<file path="src/rtl/mult_share_arbiter_if.sv">
// Handshake bundle between requesters, the shared multiplier
// and the result consumer.
interface mult_share_arbiter_if #(
  parameter int NUM_REQ   = 4,
  parameter int A_WIDTH   = 8,
  parameter int B_WIDTH   = 8,
  parameter int OUT_WIDTH = A_WIDTH + B_WIDTH
);
  localparam int ID_WIDTH = $clog2(NUM_REQ);

  logic [NUM_REQ-1:0]              req_valid;
  logic [NUM_REQ-1:0]              req_ready;
  logic [NUM_REQ-1:0][A_WIDTH-1:0] req_a;
  logic [NUM_REQ-1:0][B_WIDTH-1:0] req_b;
  logic                            res_valid;
  logic                            res_ready;
  logic [OUT_WIDTH-1:0]            res_data;
  logic [ID_WIDTH-1:0]             res_id;

  modport master (
    output req_valid, req_a, req_b, res_ready,
    input  req_ready, res_valid, res_data, res_id
  );

  modport slave (
    input  req_valid, req_a, req_b, res_ready,
    output req_ready, res_valid, res_data, res_id
  );
endinterface

</file>
<file path="src/rtl/mult_share_arbiter.sv">
// Round-robin arbiter in front of one shared signed multiplier,
// two-stage pipeline (operands, scaled product).
module mult_share_arbiter #(
  parameter int NUM_REQ   = 4,
  parameter int A_WIDTH   = 8,
  parameter int B_WIDTH   = 8,
  parameter int OUT_WIDTH = A_WIDTH + B_WIDTH,
  parameter int OUT_SCALE = 0
) (
  input logic                 clk,
  input logic                 arst_n_in,
  mult_share_arbiter_if.slave bus
);
  localparam int IDW = $clog2(NUM_REQ);
  localparam int PW  = A_WIDTH + B_WIDTH;

  logic [IDW-1:0] rr_ptr;
  logic [IDW-1:0] gnt;
  logic [IDW-1:0] ptr_next;
  logic           found;
  logic           any_req;
  logic           s1_can;
  logic           s2_load;
  logic           accept;

  logic                        s1_valid;
  logic signed [A_WIDTH-1:0]   s1_a;
  logic signed [B_WIDTH-1:0]   s1_b;
  logic [IDW-1:0]              s1_id;
  logic                        s2_valid;
  logic signed [OUT_WIDTH-1:0] s2_data;
  logic [IDW-1:0]              s2_id;

  logic signed [PW-1:0] prod;
  logic signed [PW-1:0] shifted;

  // Lowest valid index at or above rr_ptr, else lowest overall.
  always_comb begin
    gnt   = '0;
    found = 1'b0;
    for (int i = NUM_REQ - 1; i >= 0; i--) begin
      if (bus.req_valid[i] && i >= int'(rr_ptr)) begin
        gnt   = IDW'(i);
        found = 1'b1;
      end
    end
    if (!found) begin
      for (int i = NUM_REQ - 1; i >= 0; i--) begin
        if (bus.req_valid[i]) gnt = IDW'(i);
      end
    end
  end

  assign any_req = |bus.req_valid;
  assign s2_load = !s2_valid || bus.res_ready;
  assign s1_can  = !s1_valid || s2_load;
  assign accept  = arst_n_in && any_req && s1_can;

  always_comb begin
    bus.req_ready = '0;
    if (accept) bus.req_ready[gnt] = 1'b1;
  end

  assign ptr_next = (int'(gnt) == NUM_REQ - 1) ? '0 : gnt + 1'b1;

  assign prod    = PW'(s1_a) * PW'(s1_b);
  assign shifted = prod >>> OUT_SCALE;

  always_ff @(posedge clk or negedge arst_n_in) begin
    if (!arst_n_in) begin
      rr_ptr   <= '0;
      s1_valid <= 1'b0;
      s1_a     <= '0;
      s1_b     <= '0;
      s1_id    <= '0;
    end else if (accept) begin
      rr_ptr   <= ptr_next;
      s1_valid <= 1'b1;
      s1_a     <= bus.req_a[gnt];
      s1_b     <= bus.req_b[gnt];
      s1_id    <= gnt;
    end else if (s2_load) begin
      s1_valid <= 1'b0;
    end
  end

  // Data only moves with a real result so idle outputs hold.
  always_ff @(posedge clk or negedge arst_n_in) begin
    if (!arst_n_in) begin
      s2_valid <= 1'b0;
      s2_data  <= '0;
      s2_id    <= '0;
    end else if (s2_load) begin
      s2_valid <= s1_valid;
      if (s1_valid) begin
        s2_data <= OUT_WIDTH'(shifted);
        s2_id   <= s1_id;
      end
    end
  end

  assign bus.res_valid = s2_valid;
  assign bus.res_data  = s2_data;
  assign bus.res_id    = s2_id;
endmodule

</file>
<file path="src/flat_wrapper.sv">
// flat-port wrapper written by rule: the top's interface ports become plain ports
module mult_share_arbiter_flat 
#(
  parameter int NUM_REQ   = 4,
  parameter int A_WIDTH   = 8,
  parameter int B_WIDTH   = 8,
  parameter int OUT_WIDTH = A_WIDTH + B_WIDTH,
  parameter int OUT_SCALE = 0
)
  (clk, arst_n_in, bus_req_valid, bus_req_a, bus_req_b, bus_res_ready, bus_req_ready, bus_res_valid, bus_res_data, bus_res_id);
  mult_share_arbiter_if #(.NUM_REQ(NUM_REQ), .A_WIDTH(A_WIDTH), .B_WIDTH(B_WIDTH), .OUT_WIDTH(OUT_WIDTH)) bus_i ();
  input logic clk;
  input logic arst_n_in;
  input wire logic [$bits(bus_i.req_valid)-1:0] bus_req_valid;
  input wire logic [$bits(bus_i.req_a)-1:0] bus_req_a;
  input wire logic [$bits(bus_i.req_b)-1:0] bus_req_b;
  input wire logic [$bits(bus_i.res_ready)-1:0] bus_res_ready;
  output wire logic [$bits(bus_i.req_ready)-1:0] bus_req_ready;
  output wire logic [$bits(bus_i.res_valid)-1:0] bus_res_valid;
  output wire logic [$bits(bus_i.res_data)-1:0] bus_res_data;
  output wire logic [$bits(bus_i.res_id)-1:0] bus_res_id;
  assign bus_i.req_valid = bus_req_valid;
  assign bus_i.req_a = bus_req_a;
  assign bus_i.req_b = bus_req_b;
  assign bus_i.res_ready = bus_res_ready;
  assign bus_req_ready = bus_i.req_ready;
  assign bus_res_valid = bus_i.res_valid;
  assign bus_res_data = bus_i.res_data;
  assign bus_res_id = bus_i.res_id;
  mult_share_arbiter #(.NUM_REQ(NUM_REQ), .A_WIDTH(A_WIDTH), .B_WIDTH(B_WIDTH), .OUT_WIDTH(OUT_WIDTH), .OUT_SCALE(OUT_SCALE)) u_core (.clk(clk), .arst_n_in(arst_n_in), .bus(bus_i));
endmodule
</file>
<file path="config.mk">
export PLATFORM = sky130hd
export DESIGN_NAME = mult_share_arbiter_flat
export DESIGN_NICKNAME = d
export VERILOG_FILES = /design/src/rtl/mult_share_arbiter_if.sv /design/src/rtl/mult_share_arbiter.sv /design/src/flat_wrapper.sv
export SDC_FILE = /design/constraint.sdc
export NUM_CORES = 1
export LEC_CHECK = 0
export CORE_MARGIN = 2
export CORE_UTILIZATION = 45
export DETAILED_ROUTE_END_ITERATION = 8
export PLACE_DENSITY_LB_ADDON = 0.1
export REMOVE_ABC_BUFFERS = 1
export SKIP_CTS_REPAIR_TIMING = 1
export SLEW_MARGIN = 20
export SYNTH_ARGS = -nofsm -noshare
export SYNTH_HDL_FRONTEND = slang
export SYNTH_SLANG_ARGS = --single-unit
export TNS_END_PERCENT = 20
</file>
<file path="constraint.sdc">
create_clock -name clk -period 4 [get_ports clk]
set_input_delay 0.8 -clock clk [delete_from_list [all_inputs] [get_ports clk]]
set_output_delay 0.8 -clock clk [all_outputs]
set_load 0.01 [all_outputs]
</file>
### Yosys cells after proc, flatten, opt, wreduce, memory -nomap -nowiden

Cells that the tools add are included.

| storage, ports and cells | value |
|---|---|
| bits in registers | 40 |
| input port bits | 71 |
| output and inout port bits | 23 |

| cells by class | value |
|---|---|
| $add $sub $neg | 1 |
| multipliers | 1 |
| $lt $le $gt $ge | 5 |
| eq/ne operators | 1 |
| multiplexer cells | 23 |
| reduce and logical (&&, ||, !) cells | 13 |

Operator list:

| operator | count |
|---|---|
| 8-bit binary-select mux with 2-bit select | 2 |
| 2-bit 2-to-1 mux | 10 |
| 8-bit by 8-bit multiplier with 16-bit output | 1 |
| 8-bit 2-to-1 mux | 2 |
| 1-bit 2-to-1 mux | 7 |
| 1-bit logical AND | 6 |
| 1-bit by 2-bit >= comparator with 1-bit output, first input constant | 2 |
| 4-bit 2-to-1 mux | 1 |
| 4-bit OR reduction | 1 |
| 2-bit by 3-bit < comparator with 1-bit output, second input constant | 1 |
| 2-bit by 1-bit adder with 2-bit output, second input constant | 1 |
| 1-bit demux with 2-bit select | 1 |
| 2-bit by 1-bit equality test with 1-bit output, second input constant | 1 |
| 2-bit by 1-bit >= comparator with 1-bit output, second input constant | 1 |
| 2-bit >= comparator, first input constant | 1 |
| 1-bit logical NOT | 2 |
| 1-bit logical OR | 2 |
| 2-bit AND reduction | 1 |
| 2-bit nonzero test | 1 |

### Depth between registers and ports, before layout

| logic depth | value |
|---|---|
| depth after elaboration | 15 |
| gate-level depth with buffers | 17 |
| gate-level depth less buffers | 17 |

### Worst setup path before layout

OpenSTA, ideal clock, no wires.

| timing | value |
|---|---|
| path type | reg2reg |
| start | register u_core.s1_b[3] |
| end | register u_core.s2_data[14], in the netlist u_core.bus.res_data[14] |
| setup time | 92 ps |
| arrival time | 4,259 ps |
| slack | -351 ps |
| stages on the path, launching flop included | 15 |
| path buffers | 0 |
| period minus slack after synthesis | 4,351 ps |
| cell sequence | dfrtp_1 and2_1 fa_1 inv_1 fa_1 inv_1 fa_1 inv_1 fa_1 inv_1 ha_1 a211o_1 o311a_1 o21a_1 o31ai_2 |

| between the ends | value |
|---|---|
| cells in the longest elaborated chain, start to end | 1 |

RTL lines:

| what | RTL line | RTL |
|---|---|---|
| start, declared | mult_share_arbiter.sv:28 | `logic signed [B_WIDTH-1:0] s1_b;` |
| start signal, assigned | mult_share_arbiter.sv:80 | `s1_b <= bus.req_b[gnt];` |
| 8-bit by 8-bit multiplier with 16-bit output | mult_share_arbiter.sv:66 | `assign prod = PW'(s1_a) * PW'(s1_b);` |
| end signal, assigned | mult_share_arbiter.sv:96 | `s2_data <= OUT_WIDTH'(shifted);` |
| end, declared | mult_share_arbiter.sv:31 | `logic signed [OUT_WIDTH-1:0] s2_data;` |

Every way passes these cells.
A chain may end at the register's enable or synchronous reset.

### Final worst setup path

| timing | value |
|---|---|
| start | register u_core.s1_b[2] |
| end | register u_core.s2_data[15], in the netlist u_core.bus.res_data[15] |

Same word-level chain as after synthesis.

==> impl_metrics.env <==
export IMPL_die_area_sq_mm=0.0110
export IMPL_crit_chain="buf_6, and2_4, fa_1, inv_2, fa_1, inv_2, fa_1, inv_2, fa_1, inv_2, ha_4, o211ai_1, o21ai_2, o211ai_1, a32oi_1, xnor2_1, o21ai_1"
export IMPL_fmax_ghz=0.239
export IMPL_maxSlewHeadroom_pct=44.6
export IMPL_dp_cells=742
export IMPL_root_buffer="clkbuf_8"
export IMPL_slew_viol_final=0
export IMPL_clk_latency_ns=0.32
export IMPL_critPathSlowestCell="fa_1"
export IMPL_synth_ff_type="dfrtp_1"
export IMPL_drc=0
export IMPL_grt_usage_pct=20.8
export IMPL_fin_cells=758
export IMPL_grt_start_max_net_pins=41
export IMPL_die_h_um=105
export IMPL_drtAntennaViolNets=0
export IMPL_dr_pass1_iters=4
export IMPL_drv_cap=0
export IMPL_die_w_um=105
export IMPL_rsz0062_at_grt="yes"
export IMPL_synthArstFlopShare_pct=100
export IMPL_period_needed_ns=4.18
export IMPL_fin_ws_ns=-0.184
export IMPL_insertedDiodeCount=0
export IMPL_drt_total_wl_um=10800
export IMPL_clock_sinks=40
export IMPL_io_buffers=93
export IMPL_syn2layout_area_growth_pct=40.2
export IMPL_hold_viol_final=0
export IMPL_path_class="reg2reg"
export IMPL_nNetsFinal=783
export IMPL_ys_warn_count=0
export IMPL_synth_top_area_cell="fa_1"
export IMPL_syn_avg_cell_area_sq_um=9.80
export IMPL_path_clk_slew_ns=0.10
export IMPL_drive_gt1_share_pct=23.7
export IMPL_vias=3685
export IMPL_grt_pass1_vias=4095
export IMPL_worstMarginPinSlew_ns=0.831
export IMPL_critical_path_required_ns=4.18
export IMPL_finish_utilization_pct=65.5
export IMPL_wl_per_cell_um=14.2
export IMPL_dp_hpwl_um=8620
export IMPL_startpoint_type="register"
export IMPL_cp_arrival_ns=4.37
export IMPL_postLayoutCellArea_sq_mm=0.00643
export IMPL_synthCells=468
export IMPL_critPathCaptureType="register"
export IMPL_netlist_area_sq_mm=0.00458
export IMPL_dpl_cell_area_sq_mm=0.00603
export IMPL_synth_edff_count=0
export IMPL_failed_checks="setup timing"
export IMPL_coreArea_sq_mm=0.00982
export IMPL_start_util_pct=46.7
export IMPL_cts_htree_levels=2
export IMPL_finalWeightedCongestion=0.853
export IMPL_setup_viol=4
export IMPL_synth_area_top_cells="fa_1 24%, dfrtp_1 22%, ha_1 9.0%, mux2i_1 7.2%, inv_1 7.1%"
export IMPL_grt_pass1_wl_um=18500
export IMPL_via_per_inst=4.86
export IMPL_synth_distinct_cells=44
export IMPL_worst_path_max_fanout=2
export IMPL_cts_made_buffers=5
export IMPL_core_rowCount=36
export IMPL_dp_slack_ns=-0.422
export IMPL_finalCritPeriodShare_pct=105
export IMPL_cts_path_max_buffers=2
export IMPL_antenna_found_initial=0
export IMPL_cts_tree="built"
export IMPL_hp_class="reg2reg"
export IMPL_synth_top_area_share_pct=24.0
export IMPL_gr_total_overflow=0
export IMPL_synth_seq_cells=40
export IMPL_clock_skew_ns=0.0126
export IMPL_drtIter0Drc=119
export IMPL_ys_seq_area_share_pct=21.8
export IMPL_outcome="finished with violations"
export IMPL_io_pins=94
export IMPL_max_stage_delay_ns=0.55
registers in the layout, indices dropped and copies added, names as in the netlist:
name,cells
u_core.bus.res_data,16
u_core.bus.res_id,2
u_core.bus.res_valid,1
u_core.rr_ptr,2
u_core.s1_a,8
u_core.s1_b,8
u_core.s1_id,2
u_core.s1_valid,1
cells in the mapped netlist, types with 7 or more instances:
| library cell | count |
|---|---|
| dfrtp_1 | 40 |
| a21oi_1 | 8 |
| fa_1 | 55 |
| o221ai_1 | 16 |
| xnor2_1 | 9 |
| nand2_1 | 51 |
| ha_1 | 33 |
| nor2b_1 | 8 |
| inv_1 | 87 |
| o21ai_0 | 9 |
| mux2_2 | 7 |
| mux2i_1 | 33 |
| and2_1 | 48 |
through the flow:
| stage | setup TNS [ns] | hold slack (ns) |
|---|---|---|
| after CTS | -1.82 | 0.494 |
| after detailed placement | -1.77 | 0.470 |
| after global placement | -1.19 | 0.455 |
| final | -0.430 | 0.487 |
| after global routing | -1.38 | 0.517 |
| after floorplan | -2.03 | 0.443 |
metal layers:
metal | wire length, um | global-route usage, % | share of wire [%] | vias to the layer above
met5 | 0 | 0 | 0 | -
met4 | 232 | 5.90 | 2.1 | 0
met3 | 330 | 2.25 | 3.1 | 17
met2 | 5750 | 38.9 | 53 | 70
met1 | 4480 | 25.1 | 41 | 1785
li1 | - | - | - | 1813
placed cells by master, fill, tap and decap left out, types with 4 or more instances in the layout:
| master | count |
|---|---|
| dfrtp_1 | 35 |
| mux2i_1 | 33 |
| buf_6 | 5 |
| clkbuf_8 | 5 |
| ha_4 | 9 |
| inv_1 | 69 |
| nand2b_1 | 6 |
| inv_2 | 20 |
| fa_1 | 53 |
| a21oi_1 | 5 |
| o221ai_1 | 16 |
| dfrtp_2 | 5 |
| nor2b_1 | 8 |
| nand2_2 | 4 |
| nand2_1 | 47 |
| o21ai_0 | 7 |
| o21ai_1 | 7 |
| mux2_2 | 7 |
| and2_4 | 6 |
| buf_4 | 61 |
| clkdlybuf4s50_1 | 92 |
| nor2_1 | 5 |
| and2_1 | 42 |
| xor2_1 | 6 |
| xnor2_1 | 9 |
| a21oi_2 | 4 |
| ha_1 | 23 |
kinds of logic (layout without fill, tap and decap cells):
| kind of cell | count (synthesis) | after routing | share of synthesized area, % |
|---|---|---|---|
| buf+inv | 100 | 257 | 9.69 |
| compound gates | 59 | 59 | 9.44 |
| flops | 40 | 40 | 21.8 |
| fa+ha+maj | 88 | 88 | 33.0 |
| xor+xnor | 15 | 15 | 2.87 |
| mux | 40 | 40 | 8.92 |
| simple gates | 126 | 126 | 14.2 |
area by class of cell:
type	count	area (sq um)
sequential	40	1010
timing repair buffer	160	1460
fill	844	3390
clock inverter	3	46.3
multi-input combinational	328	3350
inverter	89	334
tap	133	166
clock buffer	5	68.8
final timing paths:
check / end / slack, ns / from / depth (start not counted)
setup / recovery: u_core.bus.res_data[15] / -0.18 / u_core.s1_b[2] / 17
hold / removal: u_core.bus.res_data[7] / 0.49 / u_core.bus.res_data[7] / 2
setup reg to reg: u_core.bus.res_data[15] / -0.18 / u_core.s1_b[2] / 17
hold reg to reg: u_core.bus.res_data[7] / 0.49 / u_core.bus.res_data[7] / 2
max in group asynchronous: u_core.s1_a[7] / 2.99 / arst_n_in / 2
min in group asynchronous: u_core.bus.res_data[5] / 0.62 / arst_n_in / 2
critical path: cells and delay by family (launching register included):
family	cells	cell delay [ns]
AO/OA/AOI/OAI	5	0.75
flip-flops	1	0.40
XOR/XNOR	1	0.17
AND/OR/NAND/NOR	1	0.15
adder cells (fa/ha/maj)	5	2.27
buffers and inverters	5	0.29
Power is left out: the tool's default activity adds up to more than one toggle a clock period on the data nets, which glitch-free logic cannot reach.
